**src/rtl/hosted_pkg.sv**
```systemverilog
// rtl/hosted_pkg.sv - shared types and constants for the hosted read arbiter
// Purpose : FSM state and owner enums, the latched AR request struct and AXI
//           response codes used by hosted_rd_arbiter and hosted_rr_arb2.
// Ports   : none (package).
// Note    : the AR struct carries id/addr at their widest supported size
//           (RDARB_ID_MAX / RDARB_ADDR_MAX); users truncate to ID_W / ADDR_W.
package hosted_pkg;

  localparam int RDARB_ID_MAX   = 32;
  localparam int RDARB_ADDR_MAX = 64;

  localparam logic [1:0] AXI_RESP_OKAY   = 2'b00;
  localparam logic [1:0] AXI_RESP_SLVERR = 2'b10;

  typedef enum logic [1:0] {IDLE, ADDR, DATA} rdarb_state_e;

  typedef enum logic {OWN_IMEM, OWN_DMEM} owner_e;

  typedef struct packed {
    logic [RDARB_ID_MAX-1:0]   id;
    logic [7:0]                len;
    logic [2:0]                size;
    logic [1:0]                burst;
    logic [RDARB_ADDR_MAX-1:0] addr;
  } ar_req_t;

endpackage

```
**src/rtl/hosted_rr_arb2.sv**
```systemverilog
// rtl/hosted_rr_arb2.sv - two-request arbiter for the hosted read arbiter
// Purpose : one-hot grant over {dmem, imem}; round-robin on ties by default,
//           fixed dmem priority when HOSTED_RDARB_DPRIO_EN is defined.
// Ports   : clk, rst      - clock, synchronous active-high reset
//           req[1:0]      - requests, bit0 = imem, bit1 = dmem
//           advance       - grant is consumed this cycle (updates last_owner)
//           gnt[1:0]      - one-hot grant, same bit order as req
// Macro   : HOSTED_RDARB_DPRIO_EN
module hosted_rr_arb2
  import hosted_pkg::*;
(
  input  logic       clk,
  input  logic       rst,
  input  logic [1:0] req,
  input  logic       advance,
  output logic [1:0] gnt
);

`ifdef HOSTED_RDARB_DPRIO_EN
  logic unused_arb;
  assign unused_arb = ^{clk, rst, advance};

  always_comb begin
    gnt = 2'b00;
    if (req[1])      gnt = 2'b10;
    else if (req[0]) gnt = 2'b01;
  end
`else
  owner_e last_owner;

  // On a tie the side that did not win last time gets the grant.
  always_comb begin
    gnt = req;
    if (req == 2'b11) gnt = (last_owner == OWN_IMEM) ? 2'b10 : 2'b01;
  end

  always_ff @(posedge clk) begin
    if (rst) begin
      last_owner <= OWN_IMEM;
    end else if (advance && (gnt != 2'b00)) begin
      last_owner <= gnt[1] ? OWN_DMEM : OWN_IMEM;
    end
  end
`endif

endmodule

```
**src/rtl/hosted_rd_arbiter.sv**
```systemverilog
// rtl/hosted_rd_arbiter.sv - shares one AXI AR/R port between imem and dmem reads
// Purpose : grants one upstream AR, replays it downstream, then steers every R
//           beat to the owner until rlast. One transaction outstanding at most.
// Ports   : clk, rst                 - clock, synchronous active-high reset
//           i_ar* / i_r*             - imem read requester (bursts)
//           d_ar* / d_r*             - dmem read requester (single beats)
//           m_ar* / m_r*             - downstream fabric read port
//           err_sticky               - burst-length violation seen since reset
// Macro   : HOSTED_RDARB_DPRIO_EN (fixed dmem priority, see hosted_rr_arb2)
// Limits  : ID_W <= 32, ADDR_W <= 64.
module hosted_rd_arbiter
  import hosted_pkg::*;
#(
  parameter int ADDR_W = 32,
  parameter int DATA_W = 32,
  parameter int ID_W   = 8
) (
  input  logic              clk,
  input  logic              rst,
  input  logic              i_arvalid,
  output logic              i_arready,
  input  logic [ID_W-1:0]   i_arid,
  input  logic [7:0]        i_arlen,
  input  logic [2:0]        i_arsize,
  input  logic [1:0]        i_arburst,
  input  logic [ADDR_W-1:0] i_araddr,
  output logic              i_rvalid,
  input  logic              i_rready,
  output logic [ID_W-1:0]   i_rid,
  output logic [DATA_W-1:0] i_rdata,
  output logic [1:0]        i_rresp,
  output logic              i_rlast,
  input  logic              d_arvalid,
  output logic              d_arready,
  input  logic [ID_W-1:0]   d_arid,
  input  logic [7:0]        d_arlen,
  input  logic [2:0]        d_arsize,
  input  logic [1:0]        d_arburst,
  input  logic [ADDR_W-1:0] d_araddr,
  output logic              d_rvalid,
  input  logic              d_rready,
  output logic [ID_W-1:0]   d_rid,
  output logic [DATA_W-1:0] d_rdata,
  output logic [1:0]        d_rresp,
  output logic              d_rlast,
  output logic              m_arvalid,
  input  logic              m_arready,
  output logic [ID_W-1:0]   m_arid,
  output logic [7:0]        m_arlen,
  output logic [2:0]        m_arsize,
  output logic [1:0]        m_arburst,
  output logic [ADDR_W-1:0] m_araddr,
  input  logic              m_rvalid,
  output logic              m_rready,
  input  logic [ID_W-1:0]   m_rid,
  input  logic [DATA_W-1:0] m_rdata,
  input  logic [1:0]        m_rresp,
  input  logic              m_rlast,
  output logic              err_sticky
);

  rdarb_state_e state, state_nxt;
  owner_e       owner;
  ar_req_t      lat, win_req;
  logic [7:0]   beats_left;
  logic [1:0]   req, gnt;
  logic         in_idle, in_data, r_hs;

  assign in_idle = (state == IDLE);
  assign in_data = (state == DATA);
  // Requests are only visible to the arbiter in IDLE, so gnt doubles as arready.
  assign req     = {d_arvalid, i_arvalid} & {2{in_idle}};

  hosted_rr_arb2 u_arb (
    .clk     (clk),
    .rst     (rst),
    .req     (req),
    .advance (in_idle),
    .gnt     (gnt)
  );

  assign i_arready = gnt[0];
  assign d_arready = gnt[1];

  always_comb begin
    win_req.id    = RDARB_ID_MAX'(i_arid);
    win_req.len   = i_arlen;
    win_req.size  = i_arsize;
    win_req.burst = i_arburst;
    win_req.addr  = RDARB_ADDR_MAX'(i_araddr);
    if (gnt[1]) begin
      win_req.id    = RDARB_ID_MAX'(d_arid);
      win_req.len   = d_arlen;
      win_req.size  = d_arsize;
      win_req.burst = d_arburst;
      win_req.addr  = RDARB_ADDR_MAX'(d_araddr);
    end
  end

  assign m_arvalid = (state == ADDR);
  assign m_arid    = lat.id[ID_W-1:0];
  assign m_arlen   = lat.len;
  assign m_arsize  = lat.size;
  assign m_arburst = lat.burst;
  assign m_araddr  = lat.addr[ADDR_W-1:0];

  // R payload is broadcast; only the owner's valid is raised.
  assign i_rvalid = in_data && (owner == OWN_IMEM) && m_rvalid;
  assign d_rvalid = in_data && (owner == OWN_DMEM) && m_rvalid;
  assign m_rready = in_data && ((owner == OWN_DMEM) ? d_rready : i_rready);
  assign r_hs     = in_data && m_rvalid && m_rready;

  assign i_rid   = m_rid;
  assign i_rdata = m_rdata;
  assign i_rresp = m_rresp;
  assign i_rlast = m_rlast;
  assign d_rid   = m_rid;
  assign d_rdata = m_rdata;
  assign d_rresp = m_rresp;
  assign d_rlast = m_rlast;

  always_comb begin
    state_nxt = state;
    case (state)
      IDLE:    if (gnt != 2'b00) state_nxt = ADDR;
      ADDR:    if (m_arready) state_nxt = DATA;
      DATA:    if (r_hs && m_rlast) state_nxt = IDLE;
      default: state_nxt = IDLE;
    endcase
  end

  always_ff @(posedge clk) begin
    if (rst) begin
      state      <= IDLE;
      owner      <= OWN_IMEM;
      lat        <= '0;
      beats_left <= '0;
      err_sticky <= 1'b0;
    end else begin
      state <= state_nxt;
      if (gnt != 2'b00) begin
        owner      <= gnt[1] ? OWN_DMEM : OWN_IMEM;
        lat        <= win_req;
        beats_left <= win_req.len;
      end
      if (r_hs) begin
        if (beats_left != 8'd0) beats_left <= beats_left - 8'd1;
        // Early rlast or a beat past the expected last one; the burst still
        // ends only on rlast so the fabric and arbiter stay in step.
        if ((m_rlast && (beats_left != 8'd0)) || (!m_rlast && (beats_left == 8'd0)))
          err_sticky <= 1'b1;
      end
    end
  end

endmodule
```
**config.mk**
```make
export PLATFORM = sky130hd
export DESIGN_NAME = hosted_rd_arbiter
export DESIGN_NICKNAME = d
export VERILOG_FILES = /design/src/rtl/hosted_pkg.sv /design/src/rtl/hosted_rr_arb2.sv /design/src/rtl/hosted_rd_arbiter.sv
export SDC_FILE = /design/constraint.sdc
export NUM_CORES = 1
export LEC_CHECK = 0
export CAP_MARGIN = 20
export CORE_MARGIN = 8
export CORE_UTILIZATION = 36
export CTS_CLUSTER_SIZE = 14
export DETAILED_ROUTE_END_ITERATION = 10
export PLACE_DENSITY = 0.94
export SYNTH_ARGS = -nofsm -noshare
export SYNTH_HDL_FRONTEND = slang
export SYNTH_SLANG_ARGS = --single-unit
```
**constraint.sdc**
```tcl
create_clock -name clk -period 3.3 [get_ports clk]
set_input_delay 0.33 -clock clk [delete_from_list [all_inputs] [get_ports clk]]
set_output_delay 0.33 -clock clk [all_outputs]
set_load 0.03 [all_outputs]
```
# [Word level (Yosys, flattened, before mapping)]
# Cells that the tools add are included.
[op_classes] bitwise=2 muxes=12 n_eq_ne=6 n_addsub=1 reduce_logical=19
[op_table] cell="two-way mux 85 bit" n=1
[op_table] cell="two-way mux 8 bit" n=3
[op_table] cell="logical AND 1 bit" n=11
[op_table] cell="two-way mux 2 bit" n=5
[op_table] cell="logical NOT 8 bit" n=1
[op_table] cell="nonzero test 8 bit" n=1
[op_table] cell="subtractor 8 x 1 -> 8 bit (second input constant)" n=1
[op_table] cell="inequality test 2 x 1 -> 1 bit (second input constant)" n=3
[op_table] cell="case mux 2 bit (3 select lines)" n=1
[op_table] cell="== test 2 bit (second input constant)" n=2
[op_table] cell="AND reduction 3 bit" n=1
[op_table] cell="AND 2 bit" n=1
[op_table] cell="== test 2 x 1 -> 1 bit (second input constant)" n=1
[op_table] cell="logical NOT 2 bit" n=1
[op_table] cell="two-way mux 1 bit" n=2
[op_table] cell="AND reduction 2 bit" n=1
[op_table] cell="nonzero test 2 bit" n=1
[op_table] cell="logical NOT 1 bit" n=1
[op_table] cell="logical OR 1 bit" n=1
[op_table] cell="inverter 1 bit" n=1
[totals] elab_cells=50 register_bits=66

# [Longest topological paths before layout]
[logic_depth] word_depth=8 mapped_depth=7 depth_no_buf=6

# [By module]
# A second synthesis with hierarchy kept.
[hier_totals] hier_cells=474 hier_area_um2=3838.7
[by_module_without_submodules] mod="hosted_rd_arbiter" seq_area_each_um2=1301.2 area_each_um2=3773.6 cells_each=467 n_inst=1
[by_module_without_submodules] mod="hosted_rr_arb2" seq_area_each_um2=20.0 area_each_um2=65.1 cells_each=7 n_inst=1

# [Worst setup path before layout]
# OpenSTA, ideal clock, no wires.
[synth_timing] path_kind="register -> register" start="register beats_left[0]" end="register beats_left[3]" setup_time_ns=0.133 slack_ns=1.499 n_path_buf=1 arrival_ns=1.668 synth_period_minus_slack_ns=1.801 stages_incl_launch_ff=8 cell_sequence="dfxtp_1 > inv_1 > ha_1 > or3b_2 > buf_1 > o211ai_4 > mux2i_1 > a31oi_1"
[synth_between] elab_chain_len=3 word_cells_on_any_way=4 classes_between="1 x add/sub; 2 x mux; 1 x reduce/logical"
[synth_lines] element="start, declared" line="hosted_rd_arbiter.sv:65" rtl="logic [7:0] beats_left;"
[synth_lines] element="start signal, assigned" line="hosted_rd_arbiter.sv:144" rtl="beats_left <= win_req.len;"
[synth_lines] element="start signal, assigned" line="hosted_rd_arbiter.sv:147" rtl="if (beats_left != 8'd0) beats_left <= beats_left - 8'd1;"
[synth_lines] element="subtractor 8 x 1 -> 8 bit or nonzero test 8 bit (tied branches)" line="hosted_rd_arbiter.sv:147"
[synth_lines] element="two-way mux 8 bit *" line="hosted_rd_arbiter.sv:147"
[synth_lines] element="two-way mux 8 bit *" line="hosted_rd_arbiter.sv:146" rtl="if (r_hs) begin"
# Mark *: on every way between the ends. The rest lies on a longest branch, timed or not.
# A chain may end at the register's enable or synchronous reset.

# [Worst setup path in the final report]
[layout_timing] start="input i_arvalid" end="output d_arready"
[layout_between] elab_chain_len=3
[layout_lines] element="start, declared" line="hosted_rd_arbiter.sv:20" rtl="input logic i_arvalid,"
[layout_lines] element="AND 2 bit" line="hosted_rd_arbiter.sv:72" rtl="assign req = {d_arvalid, i_arvalid} & {2{in_idle}};"
[layout_lines] element="== test 2 bit" line="hosted_rr_arb2.sv:34" rtl="if (req == 2'b11) gnt = (last_owner == OWN_IMEM) ? 2'b10 : 2'b01;"
[layout_lines] element="two-way mux 2 bit" line="hosted_rr_arb2.sv:34"
[layout_lines] element="end, declared" line="hosted_rd_arbiter.sv:34" rtl="output logic d_arready,"
# Every way passes these cells.

==> impl_results.md <==
* Setup repair after global routing missed its margin: no
* Max-cap check violation count at 0
* Hold/Removal Path Class: reg -> reg
* Biggest area contributors in the synthesized netlist: dfxtp_1 35%, buf_4 18%, a311oi_1 11%
* Power spent charging and discharging nets at 892 uW
* Switching share of power at 35.1%
* Final clock period utilization by the worst path at between 70% and 80%
* Sequential cell fraction of total power at 38.3%
* Largest net degree at the start of global routing at 96
* Clock input transition at the sequential cells of the worst setup and hold paths at 70 ps
* Average wire per cell in the routed design at 18.4 um
* Leakage at 1.94 nW
* Final-layout fill cell count at 956
* Top cells by count, synth: 98 x nand2_1, 90 x buf_4, 66 x dfxtp_1, 54 x nor2_1, 45 x a311oi_1
* Starting DRC count in detailed routing at ~260
* Clock period minus worst slack at 2510 ps
* Hold-fix buffers at CTS at 0
* Mean area per synthesized cell at 7.85 um^2
* Leading register cell type out of synthesis: dfxtp_1
* Drt total wl at ~13000 um
* PostCTS Resize Cnt at 0
* Post-synthesis sequential area ratio at around a third
* Hold path start: m_arlen[6]$_SDFFE_PP0P_
* Number of buffers inserted to repair setup after CTS at 0
* Power per cell area at 497 mW/mm^2
* Fraction of final layout cells with drive strength greater than 1 at 5.42%
* Slew headroom at 55.6%
* Root buffer cell: clkbuf_8
* Cell accounting for the most synthesized area: dfxtp_1
* Total Nets Final at slightly above 700
* Antenna diode count at 0
* Clock buffers created by TritonCTS at 9
* Worst Setup Start Kind: input pin
* Setup slack, reg-to-reg at 1080 ps
* Yosys cell types at 49
* Worst Setup End Kind: output pin
* FP Rows at 37
* Worst hold path endpoint: m_arlen[6]$_SDFFE_PP0P_
* GR Overflow Total at 0
* Global-route wire length before repair at between 15000 and 20000 um
* Hold_ws at 459 ps
* Final hold violation count at 0
* H-tree lvl count at 3
* Achievable frequency at 0.399 GHz
* First-pass iteration count of the detailed router at 6
* HPWL after detailed placement at 9880 um
* Clock latency reported for the late side of the worst-skew pair at 330 ps
* Total via count after detailed routing at 3613
* Vertical die dimension at 118 um
* Maximum clock insertion buffer count at 2
* Remaining antenna violation count after routing at 0
* I/O Pins at 303
* Worst clock skew at about 11 ps
* Yosys top cell area share at 35.2%
* Via density per instance at 5.24
* Part of the power in combinational logic at 36.5%
* Hold path depth at 2
* Actual slew at the worst max-slew pin at 666 ps
* Die outline width at between 100 and 150 um
* Async set-reset flop share out of synthesis at 0%
* Clk sink count at 66
* Logic depth of the worst register-to-register path at 6
* Maximum net fanout on the critical path at 22
* Final weighted congestion of routability-driven global placement at between 0.8 and 0.9
* Required time reported for the critical path endpoint at about 3000 ps
* Starting density of the core at 36.7%
* Vias in the first global route at 3669
* Overall die area at 0.0139 mm^2
* Reg-to-reg critical path startpoint: state[0]$_SDFFE_PP0P_
* Worst path arrival time at 2180 ps
* Core box area at 0.0102 mm^2
* Clock group share of total power at 25.2%
* Antenna violations before repair at 0
* Layout-stage area growth over the synthesis result at 36.3%
* Setup TNS at 0 ps
* Final number of max-transition violations at 0
* Most numerous cell in the Yosys netlist: nand2_1
* Summed instance area of the synthesized netlist at 0.00375 mm^2
* Syn nets at between 600 and 700
* Worst reg2reg path endpoint: m_araddr[31]$_SDFFE_PP0P_
* CTS tree: yes
* Run status: finished clean
* Cell-internal power at approximately 1.7 mW
* Category of the most critical setup path: in -> out
* Global router's overall resource usage at 17.4%
* Residual DRC at 0
* Post-Synthesis Cells at between 400 and 500
* Endpoints failing setup at 0
* Max rail drop VDD at 0.000197 V
* Number of warnings printed during yosys synthesis at 0
* Count of state elements after synthesis at 66
* PortBufs at 176
* Number of synthesized flops with an enable pin at 0
## flip-flops by register name, summed over array words and instances, names as in the netlist
name / count
err_sticky: 1
u_arb.last_owner: 1
m_araddr: 32
m_arid: 8
m_arburst: 2
m_arlen: 8
state: 2
owner: 1
beats_left: 8
m_arsize: 3
## through the flow
step,cell area [um^2],util (%),total power [mW],setup WS [ps],cells
after global placement,4930,48.2,1.89,889,674
after detailed placement,4930,48.2,1.92,704,674
after global routing,5120,50.0,2.67,645,690
after CTS,5120,50.0,2.57,825,690
final,5120,50.0,2.54,795,690
after floorplan,3750,-,1.70,1500,478
## kinds of logic (layout without fill, tap and decap cells)
kind of cell / Yosys count / in the layout / synth area share, %
and+or+nand+nor: 180 / 180 / 20.1
buffers and inverters: 130 / 206 / 22.5
AOI/OAI and AO/OA: 96 / 96 / 20.4
DFF: 66 / 66 / 35.2
muxes: 4 / 4 / 1.10
adders and majority gates: 2 / 2 / 0.667
## worst max-delay path by stage
stage                                   from                        end  slack [ps]  depth (start not counted)
floorplan           beats_left[0]$_SDFF_PP0_   beats_left[3]$_SDFF_PP0_        1500                          7
finish                             i_arvalid                  d_arready         790                          5
detailed placement                 i_arvalid  m_araddr[31]$_SDFFE_PP0P_         700                          7
global placement                   i_arvalid   m_araddr[5]$_SDFFE_PP0P_         890                          7
CTS                                d_arvalid                  i_arready         830                          5
global route                       i_arvalid                  d_arready         650                          5
## routing by layer
layer | up-vias | track usage [%] | wire length [um]
met5 | - | 0 | 0
met4 | 0 | 8.97 | 410
met3 | 36 | 8.39 | 1470
met2 | 231 | 30.8 | 6380
met1 | 1635 | 16.3 | 4440
li1 | 1711 | - | -
## power groups by stage
stage               Combinational (mW)  Clock (mW)  Sequential, mW
finish                           0.928       0.641           0.974
global route                     0.993       0.695           0.986
CTS                              0.933       0.659           0.974
detailed placement               0.930           0           0.992
global placement                 0.909           0           0.982
floorplan                        0.559           0            1.14
## area by class of cell
cell class,count,area (um^2),share of cell area (%)
inverter,9,33.8,0.660
timing repair buffer,181,1820,35.5
sequential,66,1320,25.8
tap,136,170,3.33
clock inverter,1,7.51,0.147
multi-input combinational,282,1590,31.1
clock buffer,15,176,3.45
## layout by cell type (no fill, tap or decap), types with 6 or more instances in the layout
cell type        count
clkbuf_8            12
a31oi_1              9
a311oi_1            45
a21oi_1             10
inv_1                8
nand2_1             98
nor2_1              54
clkdlybuf4s50_1    174
dfxtp_1             66
o21ai_0              6
## worst max-delay path, cell delays in order
cell and delay (ps):
clkdlybuf4s50_1 520, a211oi_2 550, nand2_2 120, inv_2 400
buf_4 260
No activity file was read; power rests on OpenSTA's default activity.
